==> src/rtl/rvm_pkg.sv <==
// Shared constants and types for the recycling sorter: status codes, FSM states,
// BCD limit and the classification verdict.
package rvm_pkg;

    localparam logic [2:0] CODE_READY    = 3'd0;
    localparam logic [2:0] CODE_CLASSIFY = 3'd1;
    localparam logic [2:0] CODE_CAN      = 3'd2;
    localparam logic [2:0] CODE_BOTTLE   = 3'd3;
    localparam logic [2:0] CODE_REJECT   = 3'd4;
    localparam logic [2:0] CODE_FULL     = 3'd5;

    localparam logic [3:0] BCD_MAX = 4'd9;

    typedef enum logic [2:0] {
        S_IDLE,
        S_CLASSIFY,
        S_ACCEPT,
        S_REJECT,
        S_WAIT_CLEAR
    } state_t;

    typedef struct packed {
        logic       accept;
        logic       inc_can;
        logic       inc_bottle;
        logic [2:0] code;
    } verdict_t;

    // A valid type whose bin is already at BCD_MAX is turned away as "bin full".
    function automatic verdict_t classify(input logic metal, input logic plastic,
                                          input logic [3:0] cans, input logic [3:0] bottles);
        verdict_t v;
        v.accept     = 1'b0;
        v.inc_can    = 1'b0;
        v.inc_bottle = 1'b0;
        v.code       = CODE_REJECT;
        if (metal && !plastic) begin
            if (cans < BCD_MAX) begin
                v.accept  = 1'b1;
                v.inc_can = 1'b1;
                v.code    = CODE_CAN;
            end else begin
                v.code = CODE_FULL;
            end
        end else if (plastic && !metal) begin
            if (bottles < BCD_MAX) begin
                v.accept     = 1'b1;
                v.inc_bottle = 1'b1;
                v.code       = CODE_BOTTLE;
            end else begin
                v.code = CODE_FULL;
            end
        end
        return v;
    endfunction

endpackage

==> src/rtl/rvm_debounce.sv <==
// Two-flop synchronizer followed by a debouncer: the output follows the input only
// after DEBOUNCE_CYCLES consecutive cycles of disagreement.
module rvm_debounce #(
    parameter int DEBOUNCE_CYCLES = 1000000
) (
    input  logic clk,
    input  logic reset,
    input  logic async_i,
    output logic db_o
);

    localparam int CNT_W = $clog2(DEBOUNCE_CYCLES + 1);

    logic [1:0]       sync_q;
    logic             db_q, db_d;
    logic [CNT_W-1:0] cnt_q, cnt_d;

    // Any agreeing cycle drops the count back to zero.
    always_comb begin
        db_d  = db_q;
        cnt_d = '0;
        if (sync_q[1] != db_q) begin
            if (cnt_q == CNT_W'(DEBOUNCE_CYCLES - 1))
                db_d = sync_q[1];
            else
                cnt_d = cnt_q + 1'b1;
        end
    end

    always_ff @(posedge clk) begin
        if (!reset) begin
            sync_q <= '0;
            db_q   <= 1'b0;
            cnt_q  <= '0;
        end else begin
            sync_q <= {sync_q[0], async_i};
            db_q   <= db_d;
            cnt_q  <= cnt_d;
        end
    end

    assign db_o = db_q;

endmodule

==> src/rtl/rvm_sorter.sv <==
// Reverse-vending sorter: classifies a chute item as can/bottle/invalid, drives the
// gate or reject flap for HOLD_CYCLES, and keeps saturating BCD bin counts.
module rvm_sorter
    import rvm_pkg::*;
#(
    parameter int DEBOUNCE_CYCLES = 1000000,
    parameter int HOLD_CYCLES     = 50000000
) (
    input  logic       clk,
    input  logic       reset,
    input  logic       item_present,
    input  logic       metal_detect,
    input  logic       plastic_detect,
    input  logic       clear_btn,
    output logic [2:0] data_out,
    output logic [3:0] can_counter,
    output logic [3:0] bottle_counter,
    output logic       gate_open,
    output logic       reject_out
);

    localparam int HOLD_W = $clog2(HOLD_CYCLES + 1);
    localparam int NUM_DB = 2;

    // Lane 0: item sensor, lane 1: clear button.
    logic [NUM_DB-1:0] db_in, db_out, db_prev_q;
    assign db_in = {clear_btn, item_present};

    genvar g;
    generate
        for (g = 0; g < NUM_DB; g++) begin : g_db
            rvm_debounce #(.DEBOUNCE_CYCLES(DEBOUNCE_CYCLES)) u_db (
                .clk    (clk),
                .reset  (reset),
                .async_i(db_in[g]),
                .db_o   (db_out[g])
            );
        end
    endgenerate

    logic item_db, item_rise, clear_rise;
    assign item_db    = db_out[0];
    assign item_rise  = db_out[0] & ~db_prev_q[0];
    assign clear_rise = db_out[1] & ~db_prev_q[1];

    // Material sensors are only synchronized; {plastic, metal} per stage.
    logic [1:0][1:0] sens_q;

    state_t            state_q, state_d;
    logic [HOLD_W-1:0] hold_q, hold_d;
    logic [2:0]        data_q, data_d;
    logic [3:0]        can_q, can_d, bottle_q, bottle_d;
    logic              gate_q, gate_d, reject_q, reject_d;
    verdict_t          verdict;

    assign verdict = classify(sens_q[1][0], sens_q[1][1], can_q, bottle_q);

    always_ff @(posedge clk) begin
        if (!reset) begin
            db_prev_q <= '0;
            sens_q    <= '0;
            state_q   <= S_IDLE;
            hold_q    <= '0;
            data_q    <= CODE_READY;
            can_q     <= '0;
            bottle_q  <= '0;
            gate_q    <= 1'b0;
            reject_q  <= 1'b0;
        end else begin
            db_prev_q <= db_out;
            sens_q    <= {sens_q[0], {plastic_detect, metal_detect}};
            state_q   <= state_d;
            hold_q    <= hold_d;
            data_q    <= data_d;
            can_q     <= can_d;
            bottle_q  <= bottle_d;
            gate_q    <= gate_d;
            reject_q  <= reject_d;
        end
    end

    // The hold runs to completion regardless of the item sensor.
    always_comb begin
        state_d = state_q;
        hold_d  = '0;
        case (state_q)
            S_IDLE:       if (item_rise) state_d = S_CLASSIFY;
            S_CLASSIFY:   state_d = verdict.accept ? S_ACCEPT : S_REJECT;
            S_ACCEPT,
            S_REJECT: begin
                if (hold_q == HOLD_W'(HOLD_CYCLES - 1))
                    state_d = S_WAIT_CLEAR;
                else
                    hold_d = hold_q + 1'b1;
            end
            S_WAIT_CLEAR: if (!item_db) state_d = S_IDLE;
            default:      state_d = S_IDLE;
        endcase
    end

    always_comb begin
        data_d   = data_q;
        can_d    = can_q;
        bottle_d = bottle_q;
        if (state_q == S_CLASSIFY) begin
            data_d = verdict.code;
            if (verdict.inc_can)    can_d    = can_q + 1'b1;
            if (verdict.inc_bottle) bottle_d = bottle_q + 1'b1;
        end else if (state_d == S_CLASSIFY) begin
            data_d = CODE_CLASSIFY;
        end else if (state_d == S_IDLE) begin
            data_d = (can_q == BCD_MAX && bottle_q == BCD_MAX) ? CODE_FULL : CODE_READY;
        end
        if (clear_rise) begin
            can_d    = '0;
            bottle_d = '0;
        end
        gate_d   = (state_d == S_ACCEPT);
        reject_d = (state_d == S_REJECT);
    end

    assign data_out       = data_q;
    assign can_counter    = can_q;
    assign bottle_counter = bottle_q;
    assign gate_open      = gate_q;
    assign reject_out     = reject_q;

endmodule

==> config.mk <==
export PLATFORM = sky130hd
export DESIGN_NAME = rvm_sorter
export DESIGN_NICKNAME = d
export VERILOG_FILES = /design/src/rtl/rvm_pkg.sv /design/src/rtl/rvm_debounce.sv /design/src/rtl/rvm_sorter.sv
export SDC_FILE = /design/constraint.sdc
export NUM_CORES = 1
export LEC_CHECK = 0
export CAP_MARGIN = 20
export CORE_ASPECT_RATIO = 0.5
export CORE_MARGIN = 5
export CORE_UTILIZATION = 60
export DETAILED_ROUTE_END_ITERATION = 16
export GPL_TIMING_DRIVEN = 1
export HOLD_SLACK_MARGIN = 0.02
export PLACE_DENSITY = 0.79
export SLEW_MARGIN = 20
export SYNTH_ARGS = -nofsm -noshare
export SYNTH_HDL_FRONTEND = slang
export SYNTH_SLANG_ARGS = --single-unit
==> constraint.sdc <==
create_clock -name clk -period 5.22 [get_ports clk]
set_clock_uncertainty 0.15 [all_clocks]
set_input_delay 0.783 -clock clk [delete_from_list [all_inputs] [get_ports clk]]
set_output_delay 0.783 -clock clk [all_outputs]
set_load 0.03 [all_outputs]
==> flow_metrics.py, run 1 <==
metrics = {
    "synthesis": {
        "synth_enable_flop_cells": 0,
        "async_flop_share_pct": 0,
        "synth_cells": 484,
        "netlist_area_mm2": 0.00423,
        "ys_seq_area_share_pct": 44.5,
        "ys.flop_type": "dfxtp_1",
        "yosysTopAreaCell": "dfxtp_1",
        "ys_ff_latch": 94,
        "synth_area_per_cell_um2": 8.74,
        "syn-num-nets": 499,
        "ys_warn_count": 0,
        "ys_types": 49,
        "yosys-top-cells-area": "dfxtp_1 45%, xnor2_1 5.4%, nor2_1 5.2%",
        "synth_top_cell_area_share_pct": 44.5,
        "synthTopCellsByCount": "94 x dfxtp_1, 59 x nor2_1, 33 x a21oi_1",
        "yosysMostFrequentCell": "dfxtp_1",
    },
    "power_and_ir_drop": {
        "ir_drop_mv": 0.178,
        "power_frac_seq_pct": 53.4,
        "p_total_mw": 1.35,
        "power.density_mw_per_mm2": 283,
        "p_leak_nw": 1.42,
        "power_switching_mw": 0.277,
        "power.share.switching_pct": 20.5,
        "internal-power_mw": 1.07,
        "pwr-share-comb_pct": 1.1,
        "pwr-share-clk_pct": 45.5,
    },
    "sta": {
        "setup_viol": 0,
        "tightest_slew_ns": 0.617,
        "final.min_clock_period_ns": 2.44,
        "whs_ns": 0.285,
        "rsz0062_at_grt": "false",
        "fin_crit_sh_pct": 46.8,
        "finalSetupTns_ns": 0,
        "setup_slack_ns": 2.78,
        "slew_headroom_pct": 58.6,
        "hold_viol": 0,
        "fmax_mhz": 409,
        "drv_slew": 0,
    },
    "critical_path": {
        "cp-end-kind": "output pin",
        "crit_chain": "clkdlybuf4s50_1",
        "path_depth": 1,
        "path_buf_inv": 1,
        "critical_path.top_delay_family": "buffers and inverters",
        "max_stage_delay_ns": 0.72,
        "reg2reg_depth": 5,
        "worstPathRequired_ns": 4.29,
        "crit_path_max_fanout": 6,
        "critical_path_class": "reg -> out",
        "slowest_stage": "clkdlybuf4s50_1",
        "cp-start-kind": "flop",
        "worstPathArrival_ns": 1.51,
    },
    "global_routing": {
        "grt_max_degree": 27,
        "grt_pass1_vias": 3072,
        "antenna_found_initial": 0,
        "grt_usage_pct": 18.3,
        "grt_pass1_wl_um": 13700,
        "grt.overflow.total": 0,
    },
    "routing": {
        "dr_total_vias": 3414,
        "drt-wirelength-per-cell_um": 13.1,
        "route.detailed.drc": 0,
        "dr.pass1.iters": 6,
        "finalWirelength_um": 7840,
        "drtIter0Drc": 199,
        "vias_per_cell": 5.71,
        "drtAntennaViolNets": 0,
    },
    "placement": {
        "port_buffers": 18,
        "dp_slack_ns": 2.61,
        "gp_congestion": 0.835,
        "hpwl_um": 5420,
    },
    "clock_network": {
        "ctsHoldBuffers": 0,
        "cts_inserted_buffers": 9,
        "clockBufferDepth": 2,
        "htreeDepth": 3,
        "post_cts_buffers": 0,
        "cts.sinks": 94,
        "cts_resized": 0,
        "cts_tree": "done",
        "root_buffer": "clkbuf_16",
        "clk_latency_ns": 0.34,
        "path_clk_slew_ns": 0.07,
    },
    "floorplan": {
        "dieWidth_um": 129,
        "coreArea_mm2": 0.00675,
        "die_area_mm2": 0.00893,
        "core.rowCount": 21,
        "io_pins": 19,
        "start_util_pct": 62.6,
        "dieHeight_um": 69.4,
    },
    "min_path": {
        "min_path_type": "reg -> reg",
        "min_path_cells": 1,
    },
    "layout": {
        "drive_above_1_share_pct": 5.53,
        "area_growth_pct": 12.9,
        "final_nets": 516,
        "antenna_cells": 0,
    },
    "job": {
        "cap_viol_max_count": 0,
    },
    "run_status": {
        "status": "completed",
    },
}
## final timing paths
kind	start	endpoint	slack, ns
setup / recovery	can_counter[0]	can_counter[0]	2.78
hold / removal	sens_q[1]	sens_q[3]	0.29
setup reg to reg	g_db[1].u_db.cnt_q[0]	g_db[1].u_db.cnt_q[18]	2.93
hold reg to reg	sens_q[1]	sens_q[3]	0.29
## final cells by class
| class | instances | area (um2) |
|---|---|---|
| multi-input cells | 352 | 2200 |
| fillers | 557 | 1980 |
| flip-flops and latches | 94 | 1880 |
| clock buffers | 11 | 253 |
| repair buffers | 21 | 203 |
| well taps | 92 | 115 |
| inverters | 23 | 86.3 |
| clock inverters | 5 | 33.8 |
## power groups by stage
stage | combinational (mW) | clock [mW] | sequential, mW
3_3_place_gp | 0.0150 | 0 | 0.738
5_1_grt | 0.0168 | 0.663 | 0.722
6_report | 0.0151 | 0.615 | 0.722
4_1_cts | 0.0153 | 0.627 | 0.722
3_5_place_dp | 0.0153 | 0 | 0.738
2_1_floorplan | 0.00862 | 0 | 0.738
## registers in the layout, indices dropped and copies added, names as in the netlist
signal            count
g_db.u_db.sync_q      4
bottle_counter        4
data_out              3
db_prev_q             2
reject_out            1
can_counter           4
g_db.u_db.cnt_q      40
sens_q                4
g_db.u_db.db_o        2
gate_open             1
hold_q               26
state_q               3
## cells by family (layout without fill, tap and decap cells)
logic type / Yosys count / count (layout) / synth area share [%]
and+or+nand+nor: 219 / 219 / 28.7
muxes: 2 / 2 / 0.474
adders and majority gates: 9 / 9 / 2.66
AOI/OAI and AO/OA: 82 / 82 / 12.0
buffers and inverters: 38 / 60 / 3.40
xor gates and xnor gates: 40 / 40 / 8.29
DFF: 94 / 94 / 44.5
## through the flow
step,cell area (um2),util (%),instances
after CTS,4770,70.7,598
after global routing,4770,70.7,598
after detailed placement,4490,66.5,582
final,4770,70.7,598
after global placement,4490,66.5,582
after floorplan,4230,-,484
## layout by cell type (no fill, tap or decap), types with 3 or more instances in the layout
cell type and n:
nand4_1 18, xnor2_1 26, nor3_1 11, and2_1 9, clkbuf_16 9, nand3_1 20, or3_1 20, or4_1 15
nand2b_1 7, buf_4 3, ha_1 9, inv_1 23, and4_1 6, dfxtp_1 94, nor4b_1 3, xor2_1 14
nor4bb_1 3, o21ai_0 17, clkdlybuf4s50_1 18, a21oi_1 33, nor2_1 59, o211ai_1 3, o31ai_1 12, nor4_1 9
nand2_1 25
## layer usage
metal  vias to the layer above  wire [um]  track usage, %
met4                         0         75            5.24
met3                         8        278            5.92
met1                      1593       3970            24.8
met2                        39       3520            28.0
li1                       1774          -               -
met5                         -          0               0
(Power assumes the default switching activity.)
==> inputs of run 2 (changes only) <==
clock period = 2.39 ns   (was 5.22 ns; I/O delays follow)
==> run 2 against run 1 <==
Effect of this change:
- non-clock buffer count increased by 3
- routed wire length grew 0.34%
- sequential share of layout area fell by 0.59 points
- register-to-register slack got worse by 2.8 ns
- global-route usage is 0.16 points higher
- combinational power grew 140%
- flip-flop and latch count did not move
- via count shrank 0.32%
- utilization increased by 1.1 points
- highest routed layer unchanged
==> flow_metrics.py, run 2 (synthesis results as in run 1) <==
metrics = {
    "placement": {
        "port_buffers": 18,
        "dp_slack_ns": 0.193,
        "gp_congestion": 0.842,
        "hpwl_um": 5320,
        "dpl.cell_count": 585,
        "postPlaceCellArea_mm2": 0.00452,
    },
    "sta": {
        "setup_slack_ns": 0.165,
        "fmax_mhz": 449,
        "finalSetupTns_ns": 0,
        "slew_headroom_pct": 63.1,
        "whs_ns": 0.283,
        "tightest_slew_ns": 0.550,
        "setup_viol": 0,
        "hold_viol": 0,
        "rsz0062_at_grt": "false",
        "final.min_clock_period_ns": 2.23,
        "drv_slew": 0,
        "fin_crit_sh_pct": 93.1,
    },
    "clock_network": {
        "htreeDepth": 3,
        "path_clk_slew_ns": 0.06,
        "clockBufferDepth": 2,
        "cts_inserted_buffers": 9,
        "post_cts_buffers": 0,
        "root_buffer": "clkbuf_16",
        "cts.sinks": 94,
        "cts_tree": "done",
        "ctsHoldBuffers": 0,
        "cts_resized": 0,
        "clk_latency_ns": 0.33,
    },
    "global_routing": {
        "grt_pass1_wl_um": 13800,
        "grt_usage_pct": 18.5,
        "grt_max_degree": 27,
        "antenna_found_initial": 0,
        "grt_pass1_vias": 3066,
        "grt.overflow.total": 0,
    },
    "critical_path": {
        "crit_chain": "ha_1 -> nand4_1 -> or4_1 -> or4_1 -> a21oi_1",
        "path_buf_inv": 0,
        "critical_path_class": "reg -> reg",
        "max_stage_delay_ns": 0.66,
        "worstPathRequired_ns": 2.51,
        "reg2reg_depth": 5,
        "cp-start-kind": "flop",
        "rrSetupSlack_ns": 0.16,
        "slowest_stage": "or4_1",
        "crit_path_max_fanout": 7,
        "worstPathArrival_ns": 2.34,
        "critical_path.top_delay_family": "simple AND/OR/NAND/NOR gates",
        "path_depth": 5,
        "crit_top_cell": "or4_1",
        "cp-end-kind": "flop",
    },
    "layout": {
        "fin_util_pct": 71.8,
        "layout_commonest_cell": "dfxtp_1",
        "drive_above_1_share_pct": 5.71,
        "largest_register_ffs": 40,
        "largest-register": "g_db.u_db.cnt_q",
        "stdcell_count": 600,
        "final_nets": 519,
        "most-common-layout-cells": "94 x dfxtp_1, 59 x nor2_1, 33 x a21oi_1",
        "antenna_cells": 0,
        "fill_cells": 519,
        "reg_top3": "g_db.u_db.cnt_q: 40 flops, hold_q: 26 flops",
        "finalInstanceArea_mm2": 0.00485,
        "area_growth_pct": 14.6,
    },
    "floorplan": {
        "core.rowCount": 21,
        "die_area_mm2": 0.00893,
        "dieWidth_um": 129,
        "io_pins": 19,
        "start_util_pct": 62.6,
        "dieHeight_um": 69.4,
        "coreArea_mm2": 0.00675,
    },
    "power_and_ir_drop": {
        "p_leak_nw": 1.46,
        "ir_drop_mv": 0.389,
        "power.density_mw_per_mm2": 647,
        "p_total_mw": 3.14,
    },
    "routing": {
        "dr_total_vias": 3403,
        "route.detailed.drc": 0,
        "drtAntennaViolNets": 0,
        "dr.pass1.iters": 4,
        "finalWirelength_um": 7870,
        "drt-wirelength-per-cell_um": 13.1,
        "vias_per_cell": 5.67,
        "drtIter0Drc": 240,
    },
    "min_path": {
        "min_path_type": "reg -> reg",
        "min_path_cells": 1,
    },
    "run_status": {
        "status": "completed",
    },
    "job": {
        "cap_viol_max_count": 0,
    },
}
[run 2: final cells by class]
type	count	area [um2]	share of cell area, %
clock inverter	3	67.6	1.39
timing repair buffer	24	238	4.90
tap	92	115	2.37
multi-input combinational	352	2200	45.4
clock buffer	12	256	5.29
inverter	23	86.3	1.78
sequential	94	1880	38.8
[run 2: worst register-to-register path, cell delays in order (launching register included)]
cell,delay (ns)
dfxtp_1,0.37
ha_1,0.22
nand4_1,0.18
or4_1,0.66
or4_1,0.44
a21oi_1,0.14
[run 2: power by group]
group / internal (mW) / switching (mW) / leakage, nW / total [mW]
Combinational: 0.0181 / 0.0187 / 0.549 / 0.0368
Clock: 0.967 / 0.557 / 0.155 / 1.52
Sequential: 1.57 / 0.00376 / 0.759 / 1.58
[run 2: path summary, 6_finish.rpt]
| path | from | endpoint |
|---|---|---|
| worst max-delay path | g_db[1].u_db.cnt_q[0] | g_db[1].u_db.cnt_q[18] |
| worst min-delay path | sens_q[0] | sens_q[2] |
| worst max register to register | g_db[1].u_db.cnt_q[0] | g_db[1].u_db.cnt_q[18] |
| worst min register to register | sens_q[0] | sens_q[2] |
[run 2: routing by layer]
layer | vias to the layer above | part of all wire [%] | GRT usage, %
li1 | 1778 | - | -
met1 | 1569 | 50 | 24.9
met2 | 45 | 45 | 28.0
met3 | 11 | 3.4 | 6.46
met4 | 0 | 0.99 | 5.24
met5 | - | 0 | 0
==> inputs of run 3 (changes only) <==
REMOVE_ABC_BUFFERS = 1   (was not set)
clock period = 2.5 ns   (was 2.39 ns; I/O delays follow)
==> run 3 against run 2 <==
Effect of this change:
- count of clock-buffer cells in the layout is 2 lower
- power is 8.0% lower
- setup slack better by 0.13 ns
- design area is 1.1% lower
- first-iteration DRC count is 9.6% higher
- critical endpoint unchanged
- largest cell class unchanged
- worst hold slack better by 0.0056 ns
- flip-flop and latch count stayed put
- register-to-register slack better by 0.13 ns
- highest routed layer unchanged
- sequential power is 4% lower
- fmax is 1.0% higher
==> flow_metrics.py, run 3 (synthesis results as in run 1) <==
metrics = {
    "layout": {
        "reg_top3": "g_db.u_db.cnt_q: 40 flops, hold_q: 26 flops",
        "drive_above_1_share_pct": 5.72,
        "fill_cells": 518,
        "stdcell_count": 599,
        "most-common-layout-cells": "94 x dfxtp_1, 59 x nor2_1, 33 x a21oi_1",
        "largest_register_ffs": 40,
        "area_growth_pct": 13.4,
        "largest-register": "g_db.u_db.cnt_q",
        "layout_commonest_cell": "dfxtp_1",
        "finalInstanceArea_mm2": 0.00480,
        "final_nets": 517,
        "antenna_cells": 0,
    },
    "power_and_ir_drop": {
        "power.density_mw_per_mm2": 602,
        "p_leak_nw": 1.44,
        "ir_drop_mv": 0.440,
        "p_total_mw": 2.89,
    },
    "routing": {
        "wl_met1_um": 3850,
        "vias_per_cell": 5.66,
        "finalWirelength_um": 7800,
        "top_layer": "met4",
        "drtAntennaViolNets": 0,
        "drtIter0Drc": 263,
        "drt-wirelength-per-cell_um": 13.0,
        "wl_met3_um": 320,
        "dr.pass1.iters": 4,
        "dr_total_vias": 3392,
        "met2WireLength_um": 3550,
        "route.detailed.drc": 0,
    },
    "global_routing": {
        "grt_pass1_vias": 3092,
        "antenna_found_initial": 0,
        "grt_max_degree": 27,
        "grt_pass1_wl_um": 13700,
        "grt.overflow.total": 0,
        "grt_usage_pct": 18.6,
    },
    "clock_network": {
        "path_clk_slew_ns": 0.06,
        "clk_latency_ns": 0.34,
        "cts_inserted_buffers": 9,
        "cts.sinks": 94,
        "htreeDepth": 3,
        "ctsHoldBuffers": 0,
        "cts_tree": "done",
        "root_buffer": "clkbuf_16",
        "clockBufferDepth": 2,
        "cts_resized": 0,
        "post_cts_buffers": 0,
    },
    "sta": {
        "final.min_clock_period_ns": 2.20,
        "setup_viol": 0,
        "drv_slew": 0,
        "slew_headroom_pct": 59.6,
        "finalSetupTns_ns": 0,
        "hold_viol": 0,
        "fmax_mhz": 454,
        "tightest_slew_ns": 0.603,
        "fin_crit_sh_pct": 88.1,
        "rsz0062_at_grt": "false",
    },
    "critical_path": {
        "reg2reg_depth": 5,
        "cp-end-kind": "flop",
        "crit_path_max_fanout": 7,
        "rrSetupSlack_ns": 0.30,
        "worstPathArrival_ns": 2.32,
        "critical_path_class": "reg -> reg",
        "r2r_start": "g_db[1].u_db.cnt_q[0]",
        "cp-start-kind": "flop",
        "rr_endpoint": "g_db[1].u_db.cnt_q[18]",
        "worstPathRequired_ns": 2.62,
    },
    "placement": {
        "gp_congestion": 0.863,
        "dpl.cell_count": 583,
        "postPlaceCellArea_mm2": 0.00450,
        "hpwl_um": 5370,
        "port_buffers": 18,
    },
    "min_path": {
        "hp-start": "g_db[1].u_db.sync_q[0]",
        "min_path_type": "reg -> reg",
        "min_path_cells": 1,
        "hold-path-endpoint": "g_db[1].u_db.sync_q[1]",
    },
    "job": {
        "cap_viol_max_count": 0,
    },
    "run_status": {
        "status": "completed",
    },
    "floorplan": {
        "dieHeight_um": 69.4,
        "core.rowCount": 21,
        "dieWidth_um": 129,
        "io_pins": 19,
        "die_area_mm2": 0.00893,
        "coreArea_mm2": 0.00675,
        "start_util_pct": 62.6,
    },
}
## run 3: final cells by class
class	instances	area (um2)	area share, %
flip-flops and latches	94	1880	39.2
multi-input cells	352	2200	45.9
clock buffers	10	239	4.98
repair buffers	22	210	4.38
inverters	23	86.3	1.80
well taps	92	115	2.40
clock inverters	6	61.3	1.28
## run 3: worst max-delay path by stage
stage	startpoint	endpoint	slack, ns	cells past startpoint
after global routing	g_db[1].u_db.cnt_q[0]	g_db[1].u_db.cnt_q[18]	0.11	5
after floorplan	g_db[1].u_db.cnt_q[0]	g_db[1].u_db.cnt_q[14]	0.19	5
after global placement	g_db[1].u_db.cnt_q[0]	g_db[1].u_db.cnt_q[18]	0.36	5
after detailed placement	g_db[1].u_db.cnt_q[0]	g_db[1].u_db.cnt_q[18]	0.33	5
after CTS	g_db[1].u_db.cnt_q[0]	g_db[1].u_db.cnt_q[18]	0.30	5
final	g_db[1].u_db.cnt_q[0]	g_db[1].u_db.cnt_q[18]	0.30	5
## run 3: per-stage QoR
step | worst slack [ns] | util [%] | hold slack [ns]
2_1_floorplan | 0.189 | - | 0.262
3_3_place_gp | 0.357 | 66.6 | 0.264
3_5_place_dp | 0.327 | 66.6 | 0.272
4_1_cts | 0.299 | 71.0 | 0.287
5_1_grt | 0.112 | 71.0 | 0.291
6_report | 0.297 | 71.0 | 0.288
## run 3: power breakdown
part | switching (mW) | internal (mW)
registers | 0.00349 | 1.50
logic | 0.0179 | 0.0153
clock network | 0.549 | 0.798
## run 3: routing by layer
metal  vias to the layer above  GRT usage, %
met3                         9          6.23
met2                        50          29.0
met4                         0          6.29
met5                         -             0
li1                       1768             -
met1                      1565          24.1
## run 3: critical path, stage by stage, from the launching register on
cell	delay, ns
dfxtp_1	0.37
ha_1	0.22
nand4_1	0.17
or4_1	0.66
or4_1	0.43
a21oi_1	0.14
